===== src/rtl/mdu_pkg.sv =====
// Shared encodings and helpers for the iterative multiply/divide unit.
// Op and state codes are plain localparams so legacy decode logic can use them directly.
package mdu_pkg;

    localparam logic [1:0] OP_MULT  = 2'b00;
    localparam logic [1:0] OP_MULTU = 2'b01;
    localparam logic [1:0] OP_DIV   = 2'b10;
    localparam logic [1:0] OP_DIVU  = 2'b11;

    localparam logic [1:0] IDLE = 2'd0;
    localparam logic [1:0] CALC = 2'd1;
    localparam logic [1:0] FIX  = 2'd2;

    // Counter start value: 32 iterations run with the counter going 31 down to 0.
    localparam logic [4:0] LAST_ITER = 5'd31;

    function automatic logic [31:0] neg_if(input logic [31:0] v, input logic c);
        return c ? 32'(-v) : v;
    endfunction

    function automatic logic is_signed_op(input logic [1:0] op);
        return (op == OP_MULT) || (op == OP_DIV);
    endfunction

    function automatic logic is_div_op(input logic [1:0] op);
        return (op == OP_DIV) || (op == OP_DIVU);
    endfunction

endpackage


===== src/rtl/mdu_addsub.sv =====
// 33-bit adder/subtractor shared by the shift-add multiply and restoring divide steps.
// For subtraction, carry_o=1 means no borrow (x_i >= y_i).
module mdu_addsub (
    input  logic [32:0] x_i,
    input  logic [32:0] y_i,
    input  logic        sub_i,
    output logic [32:0] sum_o,
    output logic        carry_o
);

    logic [33:0] full;

    assign full    = {1'b0, x_i} + {1'b0, (sub_i ? ~y_i : y_i)} + 34'(sub_i);
    assign sum_o   = full[32:0];
    assign carry_o = full[33];

endmodule


===== src/rtl/mdu.sv =====
// Iterative MIPS-style HI/LO multiply/divide unit: one bit per cycle on operand
// magnitudes, sign fix-up in a final cycle, fixed 33-cycle busy window.
module mdu
    import mdu_pkg::*;
#(
    parameter int WIDTH = 32
) (
    input  logic             clk,
    input  logic             rst,
    input  logic             start,
    input  logic [1:0]       op,
    input  logic [WIDTH-1:0] a,
    input  logic [WIDTH-1:0] b,
    input  logic             hi_we,
    input  logic             lo_we,
    input  logic [WIDTH-1:0] wdata,
    output logic             busy,
    output logic             done,
    output logic [WIDTH-1:0] hi,
    output logic [WIDTH-1:0] lo
);

    logic [1:0]         state_q, state_d;
    logic [4:0]         cnt_q, cnt_d;
    logic               done_q, done_d;
    logic [WIDTH-1:0]   hi_q, hi_d;
    logic [WIDTH-1:0]   lo_q, lo_d;

    // acc: product high word / partial remainder; wrk: multiplier / quotient bits;
    // opnd: multiplicand / divisor magnitude.
    logic [1:0]         op_q, op_d;
    logic [WIDTH-1:0]   a_q, a_d;
    logic [WIDTH-1:0]   b_q, b_d;
    logic [WIDTH-1:0]   acc_q, acc_d;
    logic [WIDTH-1:0]   wrk_q, wrk_d;
    logic [WIDTH-1:0]   opnd_q, opnd_d;

    logic               is_div;
    logic               sgn;
    logic [WIDTH:0]     as_x, as_y, as_sum, mul_sum;
    logic               as_carry;
    logic [2*WIDTH-1:0] prod;

    assign is_div = is_div_op(op_q);
    assign sgn    = is_signed_op(op_q);

    // Divide feeds the shifted remainder; multiply feeds the running high word.
    assign as_x = is_div ? {acc_q, wrk_q[WIDTH-1]} : {1'b0, acc_q};
    assign as_y = {1'b0, opnd_q};

    mdu_addsub u_addsub (
        .x_i    (as_x),
        .y_i    (as_y),
        .sub_i  (is_div),
        .sum_o  (as_sum),
        .carry_o(as_carry)
    );

    // NOTE: every variable assigned here gets a default first, so no path can infer a latch.
    always_comb begin
        state_d = state_q;
        cnt_d   = cnt_q;
        done_d  = 1'b0;
        hi_d    = hi_q;
        lo_d    = lo_q;
        op_d    = op_q;
        a_d     = a_q;
        b_d     = b_q;
        acc_d   = acc_q;
        wrk_d   = wrk_q;
        opnd_d  = opnd_q;
        mul_sum = wrk_q[0] ? as_sum : {1'b0, acc_q};
        prod    = {acc_q, wrk_q};

        case (state_q)
            IDLE: begin
                if (hi_we) hi_d = wdata;
                if (lo_we) lo_d = wdata;
                if (start) begin
                    op_d    = op;
                    a_d     = a;
                    b_d     = b;
                    acc_d   = '0;
                    wrk_d   = neg_if(a, is_signed_op(op) && a[WIDTH-1]);
                    opnd_d  = neg_if(b, is_signed_op(op) && b[WIDTH-1]);
                    cnt_d   = LAST_ITER;
                    state_d = CALC;
                end
            end
            CALC: begin
                if (is_div) begin
                    acc_d = as_carry ? as_sum[WIDTH-1:0] : {acc_q[WIDTH-2:0], wrk_q[WIDTH-1]};
                    wrk_d = {wrk_q[WIDTH-2:0], as_carry};
                end else begin
                    acc_d = mul_sum[WIDTH:1];
                    wrk_d = {mul_sum[0], wrk_q[WIDTH-1:1]};
                end
                if (cnt_q == '0) state_d = FIX;
                else             cnt_d   = cnt_q - 5'd1;
            end
            FIX: begin
                done_d  = 1'b1;
                state_d = IDLE;
                if (!is_div) begin
                    {hi_d, lo_d} = (sgn && (a_q[WIDTH-1] ^ b_q[WIDTH-1])) ? -prod : prod;
                end else if (b_q == '0) begin
                    lo_d = '1;
                    hi_d = a_q;
                end else begin
                    lo_d = neg_if(wrk_q, sgn && (a_q[WIDTH-1] ^ b_q[WIDTH-1]));
                    hi_d = neg_if(acc_q, sgn && a_q[WIDTH-1]);
                end
            end
            default: state_d = IDLE;
        endcase
    end

    // NOTE: state uses non-blocking assignments so every register samples pre-edge values.
    always_ff @(posedge clk) begin
        if (rst) begin
            state_q <= IDLE;
            cnt_q   <= '0;
            done_q  <= 1'b0;
            hi_q    <= '0;
            lo_q    <= '0;
        end else begin
            state_q <= state_d;
            cnt_q   <= cnt_d;
            done_q  <= done_d;
            hi_q    <= hi_d;
            lo_q    <= lo_d;
        end
    end

    // NOTE: working registers are left unreset; they are always loaded at start before use.
    always_ff @(posedge clk) begin
        op_q   <= op_d;
        a_q    <= a_d;
        b_q    <= b_d;
        acc_q  <= acc_d;
        wrk_q  <= wrk_d;
        opnd_q <= opnd_d;
    end

    assign busy = (state_q == CALC) || (state_q == FIX);
    assign done = done_q;
    assign hi   = hi_q;
    assign lo   = lo_q;

endmodule


===== config.mk =====
export PLATFORM = sky130hd
export DESIGN_NAME = mdu
export DESIGN_NICKNAME = d
export VERILOG_FILES = /design/src/rtl/mdu_pkg.sv /design/src/rtl/mdu_addsub.sv /design/src/rtl/mdu.sv
export SDC_FILE = /design/constraint.sdc
export NUM_CORES = 1
export LEC_CHECK = 0
export CAP_MARGIN = 20
export CORE_AREA = 5 5 177 179
export CTS_CLUSTER_DIAMETER = 50
export DETAILED_ROUTE_END_ITERATION = 10
export DIE_AREA = 0 0 182 184
export PLACE_DENSITY = 0.75
export SLEW_MARGIN = 10
export SYNTH_ARGS = -nofsm -noshare
export SYNTH_HDL_FRONTEND = slang
export SYNTH_SLANG_ARGS = --single-unit

===== constraint.sdc =====
create_clock -name clk -period 6.7 [get_ports clk]
set_input_delay 0.67 -clock clk [delete_from_list [all_inputs] [get_ports clk]]
set_output_delay 0.67 -clock clk [all_outputs]
set_load 0.01 [all_outputs]

# Word level (Yosys, flattened, before mapping)

Index checks and enable logic that the tools add are counted.

Input bits: 103
Register bits: 234
Output and inout bits: 66

Bitwise gates (word level): 2
Reduce and logical (&&, ||, !) cells: 21
Equality and inequality tests: 10
Mux-type cells: 30
Add/sub/neg operators: 8

Operators with widths:

| operator            | count |
|---|---|
| $mux 32             | 15 |
| $pmux 32 s2         | 4 |
| $neg 32->32         | 4 |
| $mux 33             | 3 |
| $mux 64             | 1 |
| $neg 64->64         | 1 |
| $add 33x33->34      | 1 |
| $add 34x1->34       | 1 |
| $not 32->33         | 1 |
| $logic_not 32->1    | 1 |
| $mux 5              | 2 |
| $ne 2x2->1 const B  | 5 |
| $pmux 5 s2          | 1 |
| $reduce_and 2->1    | 5 |
| $eq 2x2->1 const B  | 4 |
| $logic_not 2->1     | 3 |
| $logic_not 5->1     | 1 |
| $sub 5x1->5 const B | 1 |
| $logic_and 1x1->1   | 4 |
| $logic_or 1x1->1    | 4 |
| $mux 2              | 2 |
| $pmux 2 s2          | 1 |
| $reduce_bool 2->1   | 2 |
| $reduce_and 3->1    | 1 |
| other kinds (3)     | 3 |

# Longest topological paths before layout

Depth after elaboration: 8
Mapped depth: 17
Gate-level depth less buffers: 13

# Modules after synthesis

Synthesis repeated with hierarchy kept, for this count alone.

Cell total of the unflattened synthesis: 1893
Area, all modules: 16970.0 um2

Modules (own cells, without submodules):

| module     | cells each | times used | area each (um2) | sequential area each (um2) |
|---|---|---|---|---|
| mdu        | 1596       | 1          | 14825.5         | 6276.0 |
| mdu_addsub | 297        | 1          | 2144.6          | 0.0 |

# Least setup slack after synthesis

No wires, ideal clock.

Path kind: register -> register
Start: register state_q[0]
End: register cnt_q[4]
Cell stages (with the launch flop): 11
Data required time: 6567 ps
Setup time: 133 ps
Setup slack: 651 ps
Buffers on the path: 1
Arrival: 5916 ps
Period minus slack after synthesis: 6049 ps
Cells stage by stage: dfxtp_1 inv_1 ha_1 clkbuf_1 and2_1 o21bai_1 a21boi_0 nand2_1 nor3_1 xnor2_1 a21oi_1

Cells in the longest elaborated chain, start to end: 3
Elaborated cells on any way between the ends: 7
Classes of those cells: eq/ne (3); mux (1); reduce/logical (3)

Ends and longest elaborated chain:

| element                                                          | line       | text |
|---|---|---|
| from (decl)                                                      | mdu.sv:23  | `logic [1:0] state_q, state_d;` |
| from (signal assigned)                                           | mdu.sv:127 | `state_q <= state_d;` |
| $eq 2x1->1 or $logic_not 2->1 (tied branches)                    | mdu.sv:75  | `case (state_q)` |
| $ne 2x2->1 (no source line) or $reduce_bool 2->1 (tied branches) | -          |  |
| $reduce_and 3->1 (no source line)                                | -          |  |
| to (signal assigned)                                             | mdu.sv:128 | `cnt_q <= cnt_d;` |
| to (decl)                                                        | mdu.sv:24  | `logic [4:0] cnt_q, cnt_d;` |

Several ways; a longest one is shown, not always the timed one.
A chain may end at the register's enable or synchronous reset.

# Worst setup path in the final report

Start: register op_q[1]
End: register acc_q[18], data pin

Cells in the longest elaborated chain, start to end: 8
Elaborated cells on any way between the ends: 11
Classes of those cells: add/sub (2); eq/ne (2); mux (6); reduce/logical (1)

Ends and longest elaborated chain:

| element                            | line                        | text |
|---|---|---|
| from (decl)                        | mdu.sv:31                   | `logic [1:0] op_q, op_d;` |
| from (signal assigned)             | mdu.sv:137                  | `op_q <= op_d;` |
| $eq 2x2->1                         | mdu_pkg.sv:26               | `return (op == OP_DIV) \|\| (op == OP_DIVU);` |
| $logic_or 1x1->1 (*)               | mdu_pkg.sv:26               |  |
| $mux 33, on equally long branches  | mdu.sv:48, mdu_addsub.sv:13 |  |
| $add 33x33->34                     | mdu_addsub.sv:13            | `assign full = {1'b0, x_i} + {1'b0, (sub_i ? ~y_i : y_i)} + 34'(sub_i);` |
| $add 34x1->34                      | mdu_addsub.sv:13            |  |
| $mux 33 or $mux 32 (tied branches) | mdu.sv:72, mdu.sv:92        |  |
| $mux 32 (*)                        | mdu.sv:91                   | `if (is_div) begin` |
| $pmux 32 s2 (*)                    | mdu.sv:75                   |  |
| to (signal assigned)               | mdu.sv:140                  | `acc_q <= acc_d;` |
| to (decl)                          | mdu.sv:34                   | `logic [WIDTH-1:0] acc_q, acc_d;` |

Mark *: on every way between the ends. The rest lies on a longest branch, timed or not.

==> results.md <==
- Worst-skew pair later-pin latency: between 500 and 600 ps
- Finish-stage setup viols: 0
- Portion of netlist area occupied by mux cells: under 10%
- Mapped Cells: around 1800
- DRC violations left: 0
- CTS hold repair buffers: 0
- Core area: around 30000 µm²
- Critical Path Source Type: flip-flop
- Mean Syn Cell Area: around 9 µm²
- Die Ht: approximately 180 µm
- Mapped Area: approximately 16000 µm²
- # IOs: 169
- Adder-Cell Fraction of Synth Area: approximately 3.3%
- Netlist cell types: 76
- Pwr/cell area: 357 nW/µm²
- Ys Warns: 0
- Crit Path Category: reg2reg
- Ant diodes: 0
- Leak: 6.68 nW
- RSZ-0062 raised after global routing: false
- Status: finished, final reports clean
- Most frequent cell after synthesis: a21oi_1
- Yosys reg bits: 233
- Postcts setup bufs: 0
- Seq/Total Area, Yosys: 39.3%
- Largest net degree at the start of global routing: 90
- Fin. max-slew vios: 0
- Maximum capacitance violations: 0
- Design Area, Final: between 15000 and 20000 µm²
- Global-route wire length before repair: between 70000 and 80000 µm
- Via count: 14758
- Design Power: 6.71 mW
- Hold Vio Cnt, Final: 0
- Routability cong.: between 0.9 and 1
- Detailed placer's ending HPWL: 38000 µm
- Post-Place Cell Area: 17800 µm²
- Wirelength per Cell: between 20 and 25 µm
- Critical path required time: about 7000 ps
- Fmax: between 150 and 200 MHz
- Worst clock skew: between 10 and 15 ps
- Asr flop ratio synth: 0%
- 1st-pass router iterations: 6
- Main synth FF type: edfxtp_1
- Row count: 63
- Area grow syn2layout: 17.7%
- Worst-Margin Slew: roughly 1100 ps
- Total grt overflow: 0
- WP buf/inv: 1
- Final ANT Viol Nets: 0
- Hold WC Path Type: reg2reg
- Max Buffers Root-to-Sink: 3
- Initial antenna violation count: 0
- Top cells by count, synth: 200 x a21oi_1, 198 x nor2_1, 161 x edfxtp_1, 141 x nand2_1, 129 x clkbuf_1
- Number of buffers created by CTS: 31
- 1st-iter DRT viols: ~1800
- Die area: between 30000 and 40000 µm²
- TritonCTS clock tree: yes
- GRT Total Usage: 29.7%
- Final Cycle Share: 75.1%
- Final WL: ~52000 µm
- Xor/xnor cell area share of the yosys netlist: 11.5%
- Layout cell share with drive strength beyond 1: under 10%
- Die width: approximately 180 µm
- Slowest cell on crit path: edfxtp_1
- Mapped Nets: roughly 1900
- Crit end category: flip-flop
- Synth Area in Compound Gates: between 20% and 30%
- Largest delay share family, worst path: compound AO/OA/AOI/OAI gates
- Vias per std cell: around 6.4
- Max-slew headroom: 26.3%
- Vias in the first global route: 13863
- Worst endpoint data arrival time: around 5400 ps
- VDD IR max: 256 µV
- Share of the synthesized area in the top cell type: 30.3%
- Post_cts resized: 0
- Combinational family with the most area after synthesis: compound AO/OA/AOI/OAI gates
- Initial core utilization: about 54%
- Crit-path cells: buf_12 > mux2_2 > ha_1 > and3_1 > and2_1 > a221o_1 > a221oi_1 > o21ai_0 > a22oi_1 > nor2_1 > a2111oi_0
- Yosys top cell by area: edfxtp_1
- Area contributors post-synth: edfxtp_1 30%, dfxtp_1 9.0%, a21oi_1 6.3%, xnor2_1 5.8%, xor2_1 5.7%
- Final worst path period need: slightly above 5000 ps
- Root Buffer: clkbuf_16
- Reg clk slew, reported paths: 60 ps
- CTS H-tree depth: 1
- Post-synth EDFFs: about 160
- Clock net sink count: between 200 and 250
- Post-layout net count: around 2000
- TNS Setup: 0 ps
- Simple-gate share of the synthesized area: between 10% and 20%
- Crit Path Max Fanout: 26
- PortBufs: around 170
- Slowest Stage Delay on Critical Path: between 900 and 1000 ps
-- area by class of cell --
class	instances	area [µm²]
clock buffers	36	795
inverters	25	93.8
repair buffers	190	1850
multi-input cells	1399	9070
clock inverters	22	211
fillers	2488	10600
flip-flops and latches	233	6280
well taps	390	488
-- routing by layer --
layer / GRT usage, % / up-vias / part of all wire, %
met5: 0 / - / 0
met4: 7.27 / 0 / 2.6
met3: 7.46 / 104 / 12
met2: 45.1 / 855 / 43
met1: 42.9 / 6982 / 43
li1: - / 6817 / -
-- registers in the layout (all words and copies together) (netlist names) --
name / flops
hi: 32
lo: 32
wrk_q: 32
b_q: 32
a_q: 32
op_q: 2
opnd_q: 31
cnt_q: 5
state_q: 2
done: 1
acc_q: 32
-- worst reg2reg max path: stages, from the launching register on --
cell and delay, ps:
edfxtp_1 930, buf_12 270, mux2_2 370, ha_1 370
and3_1 240, and2_1 190, a221o_1 340, a221oi_1 430
o21ai_0 270, a22oi_1 830, nor2_1 120, a2111oi_0 420
-- report_power, final --
part           total [mW]  internal (mW)  leakage, nW  switching, mW
registers            2.26           1.88         2.15          0.383
clock network        1.61          0.942        0.476          0.669
logic                2.83           1.14         4.05           1.70
-- cell usage in the layout (no fill, tap or decap), types with 8 or more instances in the layout --
master           instances
or2_2                    8
xnor2_1                105
ha_1                    38
buf_4                   21
nand2b_1                15
dfxtp_1                 72
clkdlybuf4s50_1        167
o41ai_1                 16
o211ai_1                19
a221oi_1                10
nor2_1                 198
a311oi_1                10
o21ai_0                109
nand3_1                 18
o221ai_1                31
or4_1                    9
nor2b_1                 10
xor2_1                 104
o31ai_1                 18
mux2i_1                 38
nor4_1                  25
edfxtp_1               161
clkbuf_16               31
or3_1                   16
a21o_1                  16
o21a_1                   8
a211oi_1                47
inv_1                   23
a21oi_1                198
nand2_1                141
and3_1                  10
a31oi_1                 15
nor3_1                  45
mux2_2                  31
nand4_1                 10
-- cells by family (layout without fill, tap and decap cells) --
| logic type | Yosys count | in the layout |
|---|---|---|
| multiplexers | 69 | 69 |
| XOR/XNOR | 209 | 209 |
| AO/OA/AOI/OAI | 548 | 548 |
| flip-flops | 233 | 233 |
| buffers and inverters | 170 | 273 |
| adder cells (fa/ha/maj) | 41 | 41 |
| AND/OR/NAND/NOR | 532 | 532 |
-- final timing paths --
| path | end | slack [ps] | cells past startpoint | startpoint |
|---|---|---|---|---|
| setup / recovery | acc_q[18] | 1670 | 11 | op_q[1] |
| hold / removal | lo[21] | 450 | 2 | lo[21] |
| setup reg to reg | acc_q[18] | 1670 | 11 | op_q[1] |
| hold reg to reg | lo[21] | 450 | 2 | lo[21] |
-- per-stage QoR --
step / cells / hold slack (ps) / utilization [%] / setup WS, ps
global route: 2295 / 470 / 63.9 / 1440
global placement: 2237 / 441 / 60.5 / 1970
finish: 2295 / 451 / 63.9 / 1670
CTS: 2295 / 454 / 63.9 / 1740
floorplan: 1802 / 476 / - / 651
detailed placement: 2237 / 445 / 60.5 / 1780
No activity file was read; power rests on OpenSTA's default activity.
